File: src/rtl/wb_interconnect_n.sv
// Single-master, NS-slave pipelined Wishbone interconnect with base/mask decode and bus timeout.
// Optional saturating error counter port o_err_count is enabled by defining WB_IC_ERR_COUNT_EN.
module wb_interconnect_n #(
    parameter int NS = 4,
    parameter int AW = 32,
    parameter int DW = 32,
    parameter logic [NS*AW-1:0] SLAVE_BASE = {32'h0000_0000, 32'h8000_0010, 32'h8000_0008, 32'h8000_0000},
    parameter logic [NS*AW-1:0] SLAVE_MASK = {32'hFFFE_0000, 32'hFFFF_FFF8, 32'hFFFF_FFF8, 32'hFFFF_FFF8},
    parameter int TIMEOUT = 255
) (
    input  logic              i_clk,
    input  logic              i_reset,
    input  logic              i_wb_cyc,
    input  logic              i_wb_stb,
    input  logic              i_wb_we,
    input  logic [AW-1:0]     i_wb_addr,
    input  logic [DW-1:0]     i_wb_data,
    input  logic [DW/8-1:0]   i_wb_sel,
    output logic              o_wb_stall,
    output logic              o_wb_ack,
    output logic              o_wb_err,
    output logic [DW-1:0]     o_wb_data,
    output logic [AW-1:0]     o_wb_err_addr,
`ifdef WB_IC_ERR_COUNT_EN
    output logic [15:0]       o_err_count,
`endif
    output logic [NS-1:0]     o_s_cyc,
    output logic [NS-1:0]     o_s_stb,
    output logic [AW-1:0]     o_s_addr,
    output logic [DW-1:0]     o_s_data,
    output logic [DW/8-1:0]   o_s_sel,
    output logic              o_s_we,
    input  logic [NS-1:0]     i_s_ack,
    input  logic [NS-1:0]     i_s_err,
    input  logic [NS-1:0]     i_s_stall,
    input  logic [NS*DW-1:0]  i_s_data
);

    localparam int IW = (NS > 1) ? $clog2(NS) : 1;
    localparam int TW = $clog2(TIMEOUT);

    typedef enum logic [1:0] {
        S_IDLE,
        S_REQ,
        S_WAIT
    } state_t;

    state_t         state;
    state_t         next_state;
    logic [IW-1:0]  idx;
    logic [TW-1:0]  tmo_cnt;
    logic           dec_hit;
    logic [IW-1:0]  dec_idx;
    logic           accept;
    logic           ack_set;
    logic           err_set;
    logic           sel_ack;
    logic           sel_err;
    logic           sel_stall;
    logic [DW-1:0]  sel_data;

    // Scan from the top down so the lowest matching slave index wins.
    always_comb begin
        dec_hit = 1'b0;
        dec_idx = '0;
        for (int i = NS - 1; i >= 0; i--) begin
            if ((i_wb_addr & SLAVE_MASK[i*AW +: AW]) == SLAVE_BASE[i*AW +: AW]) begin
                dec_hit = 1'b1;
                dec_idx = IW'(i);
            end
        end
    end

    assign sel_ack   = i_s_ack[idx];
    assign sel_err   = i_s_err[idx];
    assign sel_stall = i_s_stall[idx];
    assign sel_data  = i_s_data[idx*DW +: DW];

    always_ff @(posedge i_clk) begin
        if (i_reset) begin
            state <= S_IDLE;
        end else begin
            state <= next_state;
        end
    end

    // Abort beats any response; slave err beats ack; a response on the last timeout cycle still wins.
    always_comb begin
        next_state = state;
        accept     = 1'b0;
        ack_set    = 1'b0;
        err_set    = 1'b0;
        o_s_cyc    = '0;
        o_s_stb    = '0;
        o_wb_stall = 1'b0;
        case (state)
            S_IDLE: begin
                if (i_wb_cyc && i_wb_stb) begin
                    accept = 1'b1;
                    if (dec_hit) begin
                        next_state = S_REQ;
                    end else begin
                        err_set = 1'b1;
                    end
                end
            end
            S_REQ, S_WAIT: begin
                o_wb_stall   = 1'b1;
                o_s_cyc[idx] = 1'b1;
                o_s_stb[idx] = (state == S_REQ);
                if (!i_wb_cyc) begin
                    next_state = S_IDLE;
                end else if (sel_err) begin
                    err_set    = 1'b1;
                    next_state = S_IDLE;
                end else if (sel_ack) begin
                    ack_set    = 1'b1;
                    next_state = S_IDLE;
                end else if (tmo_cnt == TW'(TIMEOUT - 1)) begin
                    err_set    = 1'b1;
                    next_state = S_IDLE;
                end else if (state == S_REQ && !sel_stall) begin
                    next_state = S_WAIT;
                end
            end
            default: next_state = S_IDLE;
        endcase
    end

    always_ff @(posedge i_clk) begin
        if (i_reset) begin
            idx           <= '0;
            tmo_cnt       <= '0;
            o_s_addr      <= '0;
            o_s_data      <= '0;
            o_s_sel       <= '0;
            o_s_we        <= 1'b0;
            o_wb_ack      <= 1'b0;
            o_wb_err      <= 1'b0;
            o_wb_data     <= '0;
            o_wb_err_addr <= '0;
        end else begin
            o_wb_ack <= ack_set;
            o_wb_err <= err_set;
            if (accept) begin
                idx      <= dec_idx;
                tmo_cnt  <= '0;
                o_s_addr <= i_wb_addr;
                o_s_data <= i_wb_data;
                o_s_sel  <= i_wb_sel;
                o_s_we   <= i_wb_we;
            end else if (state != S_IDLE) begin
                tmo_cnt <= tmo_cnt + 1'b1;
            end
            if (ack_set) begin
                o_wb_data <= sel_data;
            end
            // A decode miss reports the live master address; slave and timeout errors the held one.
            if (err_set) begin
                o_wb_err_addr <= (state == S_IDLE) ? i_wb_addr : o_s_addr;
            end
        end
    end

`ifdef WB_IC_ERR_COUNT_EN
    always_ff @(posedge i_clk) begin
        if (i_reset) begin
            o_err_count <= '0;
        end else if (err_set && o_err_count != 16'hFFFF) begin
            o_err_count <= o_err_count + 16'd1;
        end
    end
`endif

endmodule

File: config.mk
export PLATFORM = sky130hd
export DESIGN_NAME = wb_interconnect_n
export DESIGN_NICKNAME = d
export VERILOG_FILES = /design/src/rtl/wb_interconnect_n.sv
export SDC_FILE = /design/constraint.sdc
export NUM_CORES = 1
export LEC_CHECK = 0
export ABC_AREA = 1
export CAP_MARGIN = 20
export CORE_AREA = 5 5 137 139
export CTS_CLUSTER_SIZE = 30
export DETAILED_ROUTE_END_ITERATION = 7
export DIE_AREA = 0 0 142 144
export PLACE_DENSITY = 0.82
export SKIP_CTS_REPAIR_TIMING = 1
export SLEW_MARGIN = 15
export SYNTH_ARGS = -nofsm -noshare
export SYNTH_HDL_FRONTEND = slang
export SYNTH_SLANG_ARGS = --single-unit
File: constraint.sdc
create_clock -name i_clk -period 2.6 [get_ports i_clk]
set_input_delay 0.26 -clock i_clk [delete_from_list [all_inputs] [get_ports i_clk]]
set_output_delay 0.26 -clock i_clk [all_outputs]
set_load 0.005 [all_outputs]
After elaboration in Yosys (flattened, before gate mapping)
Index checks and enable logic that the tools add are counted.
Word-level totals
  output and inout port bits: 144
  register bits after elaboration: 147
  input port bits: 213
  word-level logic and storage cells: 76
Operators by class
  shifts and indexed selects: 1
  reduce and logical (&&, ||, !) cells: 10
  bitwise operators: 1
  $add $sub $neg: 1
  eq/ne operators: 9
  order comparisons: 2
  mux-type cells: 41
Operators by type and width (count)
  128-bit by 8-bit variable part select with 32-bit output: 1
  29-bit == test, second input constant: 3
  32-bit logical NOT: 1
  32-bit 2-to-1 mux: 1
  2-bit 2-to-1 mux: 11
  1-bit 2-to-1 mux: 21
  8-bit by 1-bit adder with 8-bit output, second input constant: 1
  8-bit == test, second input constant: 1
  4-bit 2-to-1 mux: 2
  1-bit binary-select mux with 2-bit select: 3
  6-bit != test, second input constant: 1
  4-bit bitwise AND: 1
  2-bit != test, second input constant: 2
  2-bit one-hot mux with 2 select lines: 1
  2-bit OR reduction: 2
  1-bit logical AND: 3
  2-bit by 3-bit less-than comparator with 1-bit output, second input constant: 1
  3-bit AND reduction: 1
  1-bit demux with 2-bit select: 1
  2-bit by 1-bit == test with 1-bit output, second input constant: 1
  2-bit == test, second input constant: 1
  2-bit by 1-bit >= comparator with 1-bit output, second input constant: 1
  2-bit logical NOT: 1
  1-bit one-hot mux with 2 select lines: 1
  2 further kinds: 2

Logic depth before layout (Yosys ltp)
  depth after elaboration: 10
  gate-level depth with buffers: 16
  gate-level depth less buffers: 13

Worst setup path before layout
Ideal clock, no wire load.
  path kind: register -> register
  start point: register state[0]
  end point: register o_s_data[23]
  period minus slack after synthesis: 1.754 ns
  path buffers: 3
  data required time: 2.529 ns
  arrival: 1.683 ns
  cell stages (with the launch flop): 11
  setup time: 0.071 ns
  setup slack: 0.846 ns
  path through: dfxtp_1 -> inv_1 -> ha_1 -> buf_2 -> inv_1 -> nor2_1 -> inv_1 -> clkbuf_1 -> clkbuf_1 -> nand2_1 -> a21oi_1
On the way
  word-level cells in the longest chain between the ends: 2
RTL lines
  start: declaration: line 48  | state_t state;
  start signal: assignment: line 83  | state <= next_state;
  2-bit logical NOT: line 96  | case (state)
  1-bit 2-to-1 mux: line 96
  end signal: assignment: line 149  | o_s_data <= i_wb_data;
  end: declaration: line 30  | output logic [DW-1:0] o_s_data,
Every way passes these cells.
A chain may end at the register's enable or synchronous reset.

Worst setup path in the final report
  start point: register state[1]
  end point: output o_s_stb[1]
On the way
  word-level cells in the longest chain between the ends: 3
  elaborated cells on any way between the ends: 5
  classes of those cells: eq/ne (2); mux (1); bitwise (1); reduce/logical (1)
RTL lines
  2-bit by 1-bit == test with 1-bit output / 2-bit == test (equally long branches): line 96, 110
  4-bit bitwise AND (no line) / 2-bit OR reduction (equally long branches)
  4-bit 2-to-1 mux (*): line 96
  end: declaration: line 28  | output logic [NS-1:0] o_s_stb,
Mark *: on every way between the ends. The rest lies on a longest branch, timed or not.

==> results.yml <==
detailed_routing:
  detail_route.drc_violations: 0
  wire_per_inst_um: 15.8
  routed-via-count: 8192
  dr.pass1.iters: 5
  routed_via_density: 5.00
  final_antenna_net_count: 0
  initialDrtViolationCount: 412
  finalWirelength_um: 25800
die:
  floorplan.die_area_mm2: 0.0204
  effective_utilization_at_floorplan: 0.403
  rows: 49
  io-pin-count: 357
  die_w_um: 142
  floorplan.core_area_mm2: 0.0175
  fp.dieH_um: 144
synth:
  number_of_warnings_reported_in_the_yosys_synthesis_log: 0
  synth_cell_types: 24
  synth.net_count: 1298
  synth_simple_gate_area_share: 0.328
  synth.ff_latch_count: 147
  synth_xor_xnor_area_share: 0.00248
  synth_seq_area_share: 0.416
  synthMuxAreaShare: 0
  average_footprint_of_a_synthesized_cell_um2: 6.56
  synth_compound_area_frac: 0.129
  post_synth_fa_ha_maj_area_fraction: 0.0106
  synth_top_family_by_area: "simple AND/OR/NAND/NOR gates"
  synth.cell_area_mm2: 0.00707
  netlist_instances: 1079
critical_path:
  critical-path-top-cell-by-count: "inv_1"
  critical-path-slowest-cell: "clkdlybuf4s50_1"
  critical_path_class: "reg -> out"
  critical_path.top_delay_family: "buffers and inverters"
  cp.required_ns: 2.34
  worstPathMaxFanout: 8
  crit_buf_inv: 3
  cp-start-kind: "register"
  crit_path_end_kind: "output pin"
  critical_path_arrival_ns: 2.14
  slowest_delay_ns: 0.55
  timing.critical_path.cells: "inv_1 > ha_2 > inv_1 > nor3_1 > clkdlybuf4s50_1"
global_routing:
  grt_pass1_vias: 7576
  grt_max_degree: 71
  globalRoute.totalOverflow: 0
  grt_util_all_layers: 0.240
  grt_first_pass_wirelength_um: 39400
  grt_antenna_before_repair: 4
layout:
  postLayoutCoreUtil: 0.648
  final_net_count: 1613
  syn2layout_area_growth_pct: 60.7
  final_layout_size_suffix_gt1_frac: 0.0419
  n_fill_cell: 1534
place:
  io_buffers: 356
  place.gp.congestion: 0.877
  dp_hpwl_um: 19300
clock_network:
  clkLatencyLatePin_ns: 0.41
  cts.reportedPaths.clkPinSlew_ns: 0.06
  clock_tree.root_cell: "clkbuf_16"
  tritoncts.num_buffers: 17
  cts_num_sinks: 147
  htree_num_levels: 4
  cts.path.max_buffers: 2
  tritoncts: "yes"
sta:
  max-slew-margin-rel: 0.312
  setup_violations: 0
  hold_viol: 0
  rsz0062_at_grt: "no"
  setup-tns-final_ns: 0
  layout_worst_path_cycle_share: 0.924
  final.setup_skew_ns: 0.0106
  timing.fmax_ghz: 0.416
  worst_slew_pin_slew_ns: 1.03
  finalWorstPathRequiredPeriod_ns: 2.40
  count_of_final_max_slew_check_failures: 0
pwr:
  pwr-share-clk: 0.438
  power_per_cell_area_mw_per_mm2: 504
  pint_mw: 4.38
  leakagePower_nw: 4.44
  power_frac_comb: 0.146
  net_switching_fraction_of_the_power: 0.236
  p_switching_mw: 1.35
  irDropWorstVdd_mv: 0.441
  seqPwrFrac: 0.416
outcome:
  run_status: "finished, final reports clean"
worst_hold_path:
  hp-class: "in -> reg"
flow_run:
  max_cap_viol_count: 0
-- sequential cells by signal, summed over array words and instances, names as in the netlist --
register and flops:
o_wb_err 1, o_wb_data 32, state 2, tmo_cnt 8
o_wb_err_addr 32, o_s_sel 4, o_s_we 1, idx 2
o_s_addr 32, o_wb_ack 1, o_s_data 32
-- worst register-to-register path, delay by kind of cell, from the launching register on --
kind | cells | cell delay, ns
compound gates | 2 | 0.25
buf+inv | 2 | 0.93
flops | 1 | 0.39
simple gates | 3 | 0.48
-- cells in the mapped netlist, drive strengths merged --
| library cell | count | share of area |
|---|---|---|
| a21oi | 73 | 0.052 |
| nor3 | 7 | 0.0050 |
| o32ai | 1 | 0.0012 |
| ha | 6 | 0.011 |
| nand4 | 35 | 0.031 |
| clkbuf | 53 | 0.028 |
| nand3b | 1 | 0.0011 |
| a211oi | 1 | 0.0011 |
| o21ai | 97 | 0.069 |
| or2 | 1 | 0.00088 |
| o22ai | 6 | 0.0053 |
| o211ai | 1 | 0.0011 |
| nor2 | 117 | 0.062 |
| xor2 | 2 | 0.0025 |
| nand2 | 253 | 0.13 |
| buf | 24 | 0.021 |
| nand3 | 132 | 0.094 |
| inv | 122 | 0.065 |
| dfxtp | 147 | 0.42 |
-- logic make-up after synthesis --
kind of cell               count (synthesis)
xor gates and xnor gates                   2
adders and majority gates                  6
buffers and inverters                    199
DFF                                      147
and+or+nand+nor                          546
AOI/OAI and AO/OA                        179
-- path summary, 6_finish.rpt --
path,from,to,slack (ns),depth (start not counted)
setup reg to reg,idx[1],o_wb_data[29],0.50,7
hold / removal,i_wb_data[19],o_s_data[19],0.41,3
setup / recovery,state[1],o_s_stb[1],0.20,5
hold reg to reg,o_wb_data[28],o_wb_data[28],0.44,2
-- power by group through the flow --
| stage | combinational (mW) | sequential [mW] | clock (mW) |
|---|---|---|---|
| after global placement | 0.824 | 2.43 | 0 |
| final | 0.837 | 2.38 | 2.51 |
| after floorplan | 0.255 | 2.44 | 0 |
| after detailed placement | 0.838 | 2.43 | 0 |
| after global routing | 0.911 | 2.39 | 2.66 |
| after CTS | 0.842 | 2.38 | 2.55 |
-- cells in the final DEF, fill, tap and decap left out, types with 6 or more instances in the layout --
| cell | n |
|---|---|
| inv_1 | 119 |
| o22ai_1 | 6 |
| nand4_1 | 35 |
| nor3_1 | 7 |
| nand3_1 | 130 |
| clkbuf_16 | 17 |
| nor2_1 | 116 |
| buf_4 | 14 |
| a21oi_1 | 73 |
| clkdlybuf4s50_1 | 356 |
| o21ai_0 | 97 |
| nand2_1 | 252 |
| dfxtp_1 | 145 |
-- final cells by class --
| cell class | count | area [um^2] | area share |
|---|---|---|---|
| clock buffers | 22 | 484 | 0.0426 |
| diodes | 4 | 10.0 | 0.000880 |
| inverters | 122 | 458 | 0.0403 |
| multi-input cells | 733 | 3340 | 0.294 |
| flip-flops and latches | 147 | 2950 | 0.259 |
| clock inverters | 10 | 123 | 0.0108 |
| well taps | 229 | 287 | 0.0252 |
| repair buffers | 373 | 3720 | 0.327 |
-- stage by stage --
step | power, mW | area (um^2) | cells | hold WS, ns | worst slack [ns]
finish | 5.73 | 11400 | 1640 | 0.407 | 0.198
global route | 5.97 | 11400 | 1640 | 0.387 | 0.0368
detailed placement | 3.27 | 10800 | 1604 | 0.433 | 0.291
CTS | 5.77 | 11400 | 1636 | 0.386 | 0.112
global placement | 3.25 | 10800 | 1604 | 0.430 | 0.407
floorplan | 2.69 | 7070 | 1079 | 0.399 | 0.846
-- layer usage --
| metal | share of wire | up-vias | routed length [um] | global-route usage |
|---|---|---|---|---|
| li1 | - | 4104 | - | - |
| met1 | 0.38 | 3692 | 9940 | 0.284 |
| met2 | 0.50 | 344 | 12800 | 0.410 |
| met3 | 0.085 | 52 | 2190 | 0.0678 |
| met4 | 0.034 | 0 | 888 | 0.102 |
| met5 | 0 | - | 0 | 0 |
No activity file was read; power rests on OpenSTA's default activity.
==> RTL edit 1: new RTL, same flow settings <==
Build with the macro `WB_IC_ERR_COUNT_EN` defined.
--- a/src/rtl/wb_interconnect_n.sv
+++ b/src/rtl/wb_interconnect_n.sv
@@ -1,5 +1,7 @@
 // Single-master, NS-slave pipelined Wishbone interconnect with base/mask decode and bus timeout.
 // Optional saturating error counter port o_err_count is enabled by defining WB_IC_ERR_COUNT_EN.
+`define WB_IC_ERR_COUNT_EN
+
 module wb_interconnect_n #(
     parameter int NS = 4,
     parameter int AW = 32,
Function (old outputs only; new: o_err_count): kept (equiv_simple and equiv_induct, registers matched by name and starting in step).
==> RTL edit 1 against the original RTL <==
  * Area after synthesis up 4.2%
  * Combinational power up 36%
  * Maximum frequency up 2.4%
  * Count of clock-buffer cells in the layout down 4
  * Final cell count down 1.3%
  * Wire length up 7.4%
  * Clock power up 4%
  * Power up 13%
  * Sequential cell count up 16
  * Non-clock buffer count up 20
  * Cell area up 4.6%
  * Worst setup slack better by 57 ps
  * Largest cell class unchanged
  * Highest routed layer is now met5
==> RTL edit 1: results (changes against the original RTL) <==
{| class="wikitable"
! Metric !! Value
|-
| Run status || finished clean (unchanged)
|-
| Routed length on met1 || 10.8 mm (was 9.94 mm)
|-
| Maximum number of pins on one net before global-route repair || 57 (was 71)
|-
| Final worst setup slack || 255 ps (was 198 ps)
|-
| Worst slack at placement || 75.5 ps (was 291 ps)
|-
| Largest incremental delay on the critical path || 570 ps (was 550 ps)
|-
| Combinational fraction of design power || 0.177 (was 0.146)
|-
| Wire length of the first global-routing pass || 41.7 mm (was 39.4 mm)
|-
| WL per Instance || 17.1 um (was 15.8 um)
|-
| Most common library cells after synthesis || 240 x nand2_1, 197 x nor2_1, 163 x dfxtp_1 (was 253 x nand2_1, 147 x dfxtp_1, 131 x nand3_1)
|-
| Top cells by area in the synthesized netlist || dfxtp_1 44%, nand2_1 12%, nor2_1 10%, o21ai_0 6.0%, a41oi_1 3.8% (was dfxtp_1 42%, nand2_1 13%, nand3_1 9.3%, o21ai_0 6.9%, inv_1 6.4%)
|-
| Via count of the first global-routing pass || 7909 (was 7576)
|-
| Fraction of the mapped netlist area in adder cells || 0.0102 (was 0.0106)
|-
| Number of vias in the routed layout || 8283 (was 8192)
|-
| Maximum vdd ir drop || 0.000446 V (was 0.000441 V)
|-
| Average cell area after synthesis || 7.17 um^2 (was 6.56 um^2)
|-
| Worst endpoint data arrival time || 2090 ps (was 2140 ps)
|-
| Syn Nets || 1248 (was 1298)
|-
| Share of the synthesized netlist area taken by xor and xnor gates || 0.0178 (was 0.00248)
|-
| Compound-Gate Fraction of Synth Area || 0.187 (was 0.129)
|-
| Layout fillers || 1499 (was 1534)
|-
| Met3 layer wire length in the routed design || 2.26 mm (was 2.19 mm)
|-
| Detailed route wirelength on metal2 || 13.8 mm (was 12.8 mm)
|-
| Initial antenna violation count || 3 (was 4)
|-
| Met2 track demand over resource in global routing || 0.449 (was 0.410)
|-
| Share of post-route cells with drive strength above 1 || 0.0526 (was 0.0419)
|-
| Total leakage power || 4.51 nW (was 4.44 nW)
|-
| Placer Congestion || 0.906 (was 0.877)
|-
| Met3 Use GR || 0.0810 (was 0.0678)
|-
| Final clock skew || 8.84 ps (was 10.6 ps)
|-
| Sw frac || 0.254 (was 0.236)
|-
| Path depth of the worst reg2reg path || 12 (was 7)
|}
==> RTL edit 1: cell types whose count changed in the layout (fill, tap and decap cells not counted), sizes merged, moves of 32 or more <==
cell | before | now
a41oi | 0 | 32
nor2 | 117 | 200
inv | 124 | 54
o21ai | 97 | 135
a21oi | 73 | 18
a22oi | 0 | 33
nand3 | 132 | 18
==> RTL edit 1: layout make-up <==
cell class / count / area share
well taps: 229 / 0.0241
flip-flops and latches: 163 / 0.274
clock buffers: 18 / 0.0361
inverters: 49 / 0.0157
repair buffers: 393 / 0.330
diodes: 1 / 0.000210
multi-input cells: 753 / 0.306
clock inverters: 13 / 0.0144
==> RTL edit 1: worst min-delay path by stage <==
stage	start	endpoint	slack, ps
after floorplan	i_wb_data[0]	o_s_data[0]	390
after global placement	o_s_addr[4]	o_s_addr[4]	460
after detailed placement	o_s_addr[1]	o_s_addr[1]	470
after CTS	i_wb_data[5]	o_s_data[5]	400
after global routing	i_wb_data[3]	o_s_data[3]	410
final	i_wb_data[5]	o_s_data[5]	410
==> RTL edit 2: new RTL, config.mk and constraints unchanged <==
Without the edit above. Remove the register `o_wb_err`: a continuous assignment takes its place, so the output `o_wb_err` follows one clock earlier.
--- a/src/rtl/wb_interconnect_n.sv
+++ b/src/rtl/wb_interconnect_n.sv
@@ -136,12 +136,10 @@
             o_s_sel       <= '0;
             o_s_we        <= 1'b0;
             o_wb_ack      <= 1'b0;
-            o_wb_err      <= 1'b0;
             o_wb_data     <= '0;
             o_wb_err_addr <= '0;
         end else begin
             o_wb_ack <= ack_set;
-            o_wb_err <= err_set;
             if (accept) begin
                 idx      <= dec_idx;
                 tmo_cnt  <= '0;
@@ -162,6 +160,8 @@
         end
     end
 
+    assign o_wb_err = err_set;
+
 `ifdef WB_IC_ERR_COUNT_EN
     always_ff @(posedge i_clk) begin
         if (i_reset) begin
Behaviour: not the same (a bounded check fails within 4 cycles, from zero or initial values and one cycle with i_reset high).
==> RTL edit 2 against the original RTL <==
  * Clock skew shrank 2.1 ps
  * Worst setup slack lost 61 ps
  * Cell area shrank 1.1%
  * Wire length is essentially flat
  * Via count shrank 3.9%
  * Sequential cell count shrank 1
  * Area after synthesis shrank 3.1%
  * Maximum frequency shrank 2.5%
  * Hold slack lost 6.4 ps
  * First-iteration DRC count shrank 16%
  * Critical endpoint is now o_wb_err
Power is not compared: it rests on default switching activity, and its combinational part moved more than twofold at a synthesized area within 25%.
==> RTL edit 2: results (changes against the original RTL) <==
{| class="wikitable"
! Metric !! Value
|-
| Via count of the first global-routing pass || 7479 (was 7576)
|-
| Most common library cells after synthesis || 333 x nand2_1, 146 x dfxtp_1, 119 x inv_1 (was 253 x nand2_1, 147 x dfxtp_1, 131 x nand3_1)
|-
| Nets || 1606 (was 1613)
|-
| Initial antenna violation count || 1 (was 4)
|-
| Share of post-route cells with drive strength above 1 || 0.0471 (was 0.0419)
|-
| Syn Nets || 1275 (was 1298)
|-
| Worst slack at placement || 155 ps (was 291 ps)
|-
| Post-placement cell area || 0.0106 mm^2 (was 0.0108 mm^2)
|-
| DRC violation total after the first TritonRoute iteration || 348 (was 412)
|-
| Worst path top cell family by delay || buffers and inverters (unchanged)
|-
| Placer Congestion || 0.972 (was 0.877)
|-
| Maximum number of pins on one net before global-route repair || 69 (was 71)
|-
| Final clock skew || 8.54 ps (was 10.6 ps)
|-
| Fraction of the yosys area taken by sequential cells || 0.426 (was 0.416)
|-
| Largest incremental delay on the critical path || 470 ps (was 550 ps)
|-
| Worst endpoint data arrival time || 2200 ps (was 2140 ps)
|-
| Run status || finished clean (unchanged)
|-
| Slew headroom || 0.580 (was 0.312)
|-
| Slack of the worst reg-to-reg path || 590 ps (was 500 ps)
|-
| Number of vias in the routed layout || 7870 (was 8192)
|-
| DR vias/cell || 4.83 (was 5.00)
|-
| Worst Hold Path EP || o_s_sel[1] (was o_s_data[19])
|-
| Hold wc startpoint || i_wb_sel[1] (was i_wb_data[19])
|-
| Path depth of the worst reg2reg path || 10 (was 7)
|-
| Top cells by area in the synthesized netlist || dfxtp_1 43%, nand2_1 18%, inv_1 6.5%, nor2_1 6.3%, a21oi_1 5.7% (was dfxtp_1 42%, nand2_1 13%, nand3_1 9.3%, o21ai_0 6.9%, inv_1 6.4%)
|-
| TritonRoute pass-1 iters || 7 (was 5)
|-
| Wire length of the first global-routing pass || 39.0 mm (was 39.4 mm)
|-
| Global-route usage over all layers || 0.243 (was 0.240)
|-
| Maximum fanout count along the critical path || 3 (was 8)
|-
| Worst flop-to-flop path endpoint || o_wb_data[27] (was o_wb_data[29])
|-
| Fin Hold WS || 401 ps (was 407 ps)
|-
| Hpwl dp || 19.6 mm (was 19.3 mm)
|-
| Post-synthesis mux area share || 0 (unchanged)
|-
| Compound-Gate Fraction of Synth Area || 0.137 (was 0.129)
|-
| Number of diodes added for antenna fixing || 0 (was 4)
|-
| Wire length after detailed routing || 25.8 mm (about the same)
|-
| Average cell area after synthesis || 6.49 um^2 (was 6.56 um^2)
|-
| Count of distinct cell types in the synthesized netlist || 31 (was 24)
|-
| Fraction of the mapped netlist area in adder cells || 0.0109 (was 0.0106)
|-
| CTS Buf Count || 17 (unchanged)
|-
| Cell type of the slowest stage on the worst timing path || clkdlybuf4s50_1 (unchanged)
|-
| Total leakage power || 4.42 nW
|-
| Clock input transition at the sequential cells of the worst setup and hold paths || 60 ps (about the same)
|-
| Share of the synthesized netlist area taken by xor and xnor gates || 0.00255 (was 0.00248)
|}
-- RTL edit 2: changes by cell type in the layout (fill, tap and decap cells not counted), moves of 4 or more --
| cell | unedited run | this run |
|---|---|---|
| o21ai_0 | 97 | 75 |
| diode_2 | 4 | 0 |
| buf_4 | 14 | 18 |
| nand3_1 | 130 | 37 |
| a21oi_1 | 73 | 78 |
| o21ai_1 | 0 | 20 |
| nand2_1 | 252 | 330 |
-- RTL edit 2: how the worst max path moves through the flow --
stage | startpoint | endpoint | slack [ps] | depth (start not counted)
floorplan | state[0] | o_wb_err | 770 | 10
global placement | i_wb_addr[17] | o_wb_err | 180 | 12
detailed placement | i_wb_addr[17] | o_wb_err | 150 | 12
CTS | idx[1] | o_wb_err | -70 | 11
global route | i_wb_addr[17] | o_wb_err | 4 | 12
finish | i_wb_addr[17] | o_wb_err | 140 | 12
-- RTL edit 2: layer usage --
metal | GRT usage | wire (um) | part of all wire
met1 | 0.282 | 10100 | 0.39
met2 | 0.403 | 12200 | 0.47
met3 | 0.0919 | 2620 | 0.10
met4 | 0.0995 | 910 | 0.035
met5 | 0 | 11 | 0.00043
-- RTL edit 2: final cells by class --
class / instances / area [um^2]
clock inverters: 11 / 153
flip-flops and latches: 146 / 2930
inverters: 122 / 458
well taps: 229 / 287
fillers: 1547 / 6290
clock buffers: 21 / 460
repair buffers: 375 / 3720
multi-input cells: 725 / 3240
-- RTL edit 2: tightest hold or removal path: stages --
cell             delay (ps)
clkdlybuf4s50_1         390
nand2_1                  60
a21oi_1                  50
-- RTL edit 2: where the power goes --
part / total (mW) / switching (mW) / internal, mW
clock: 2.53 / 0.962 / 1.57
combinational: 2.27 / 1.12 / 1.15
sequential: 2.69 / 0.162 / 2.53
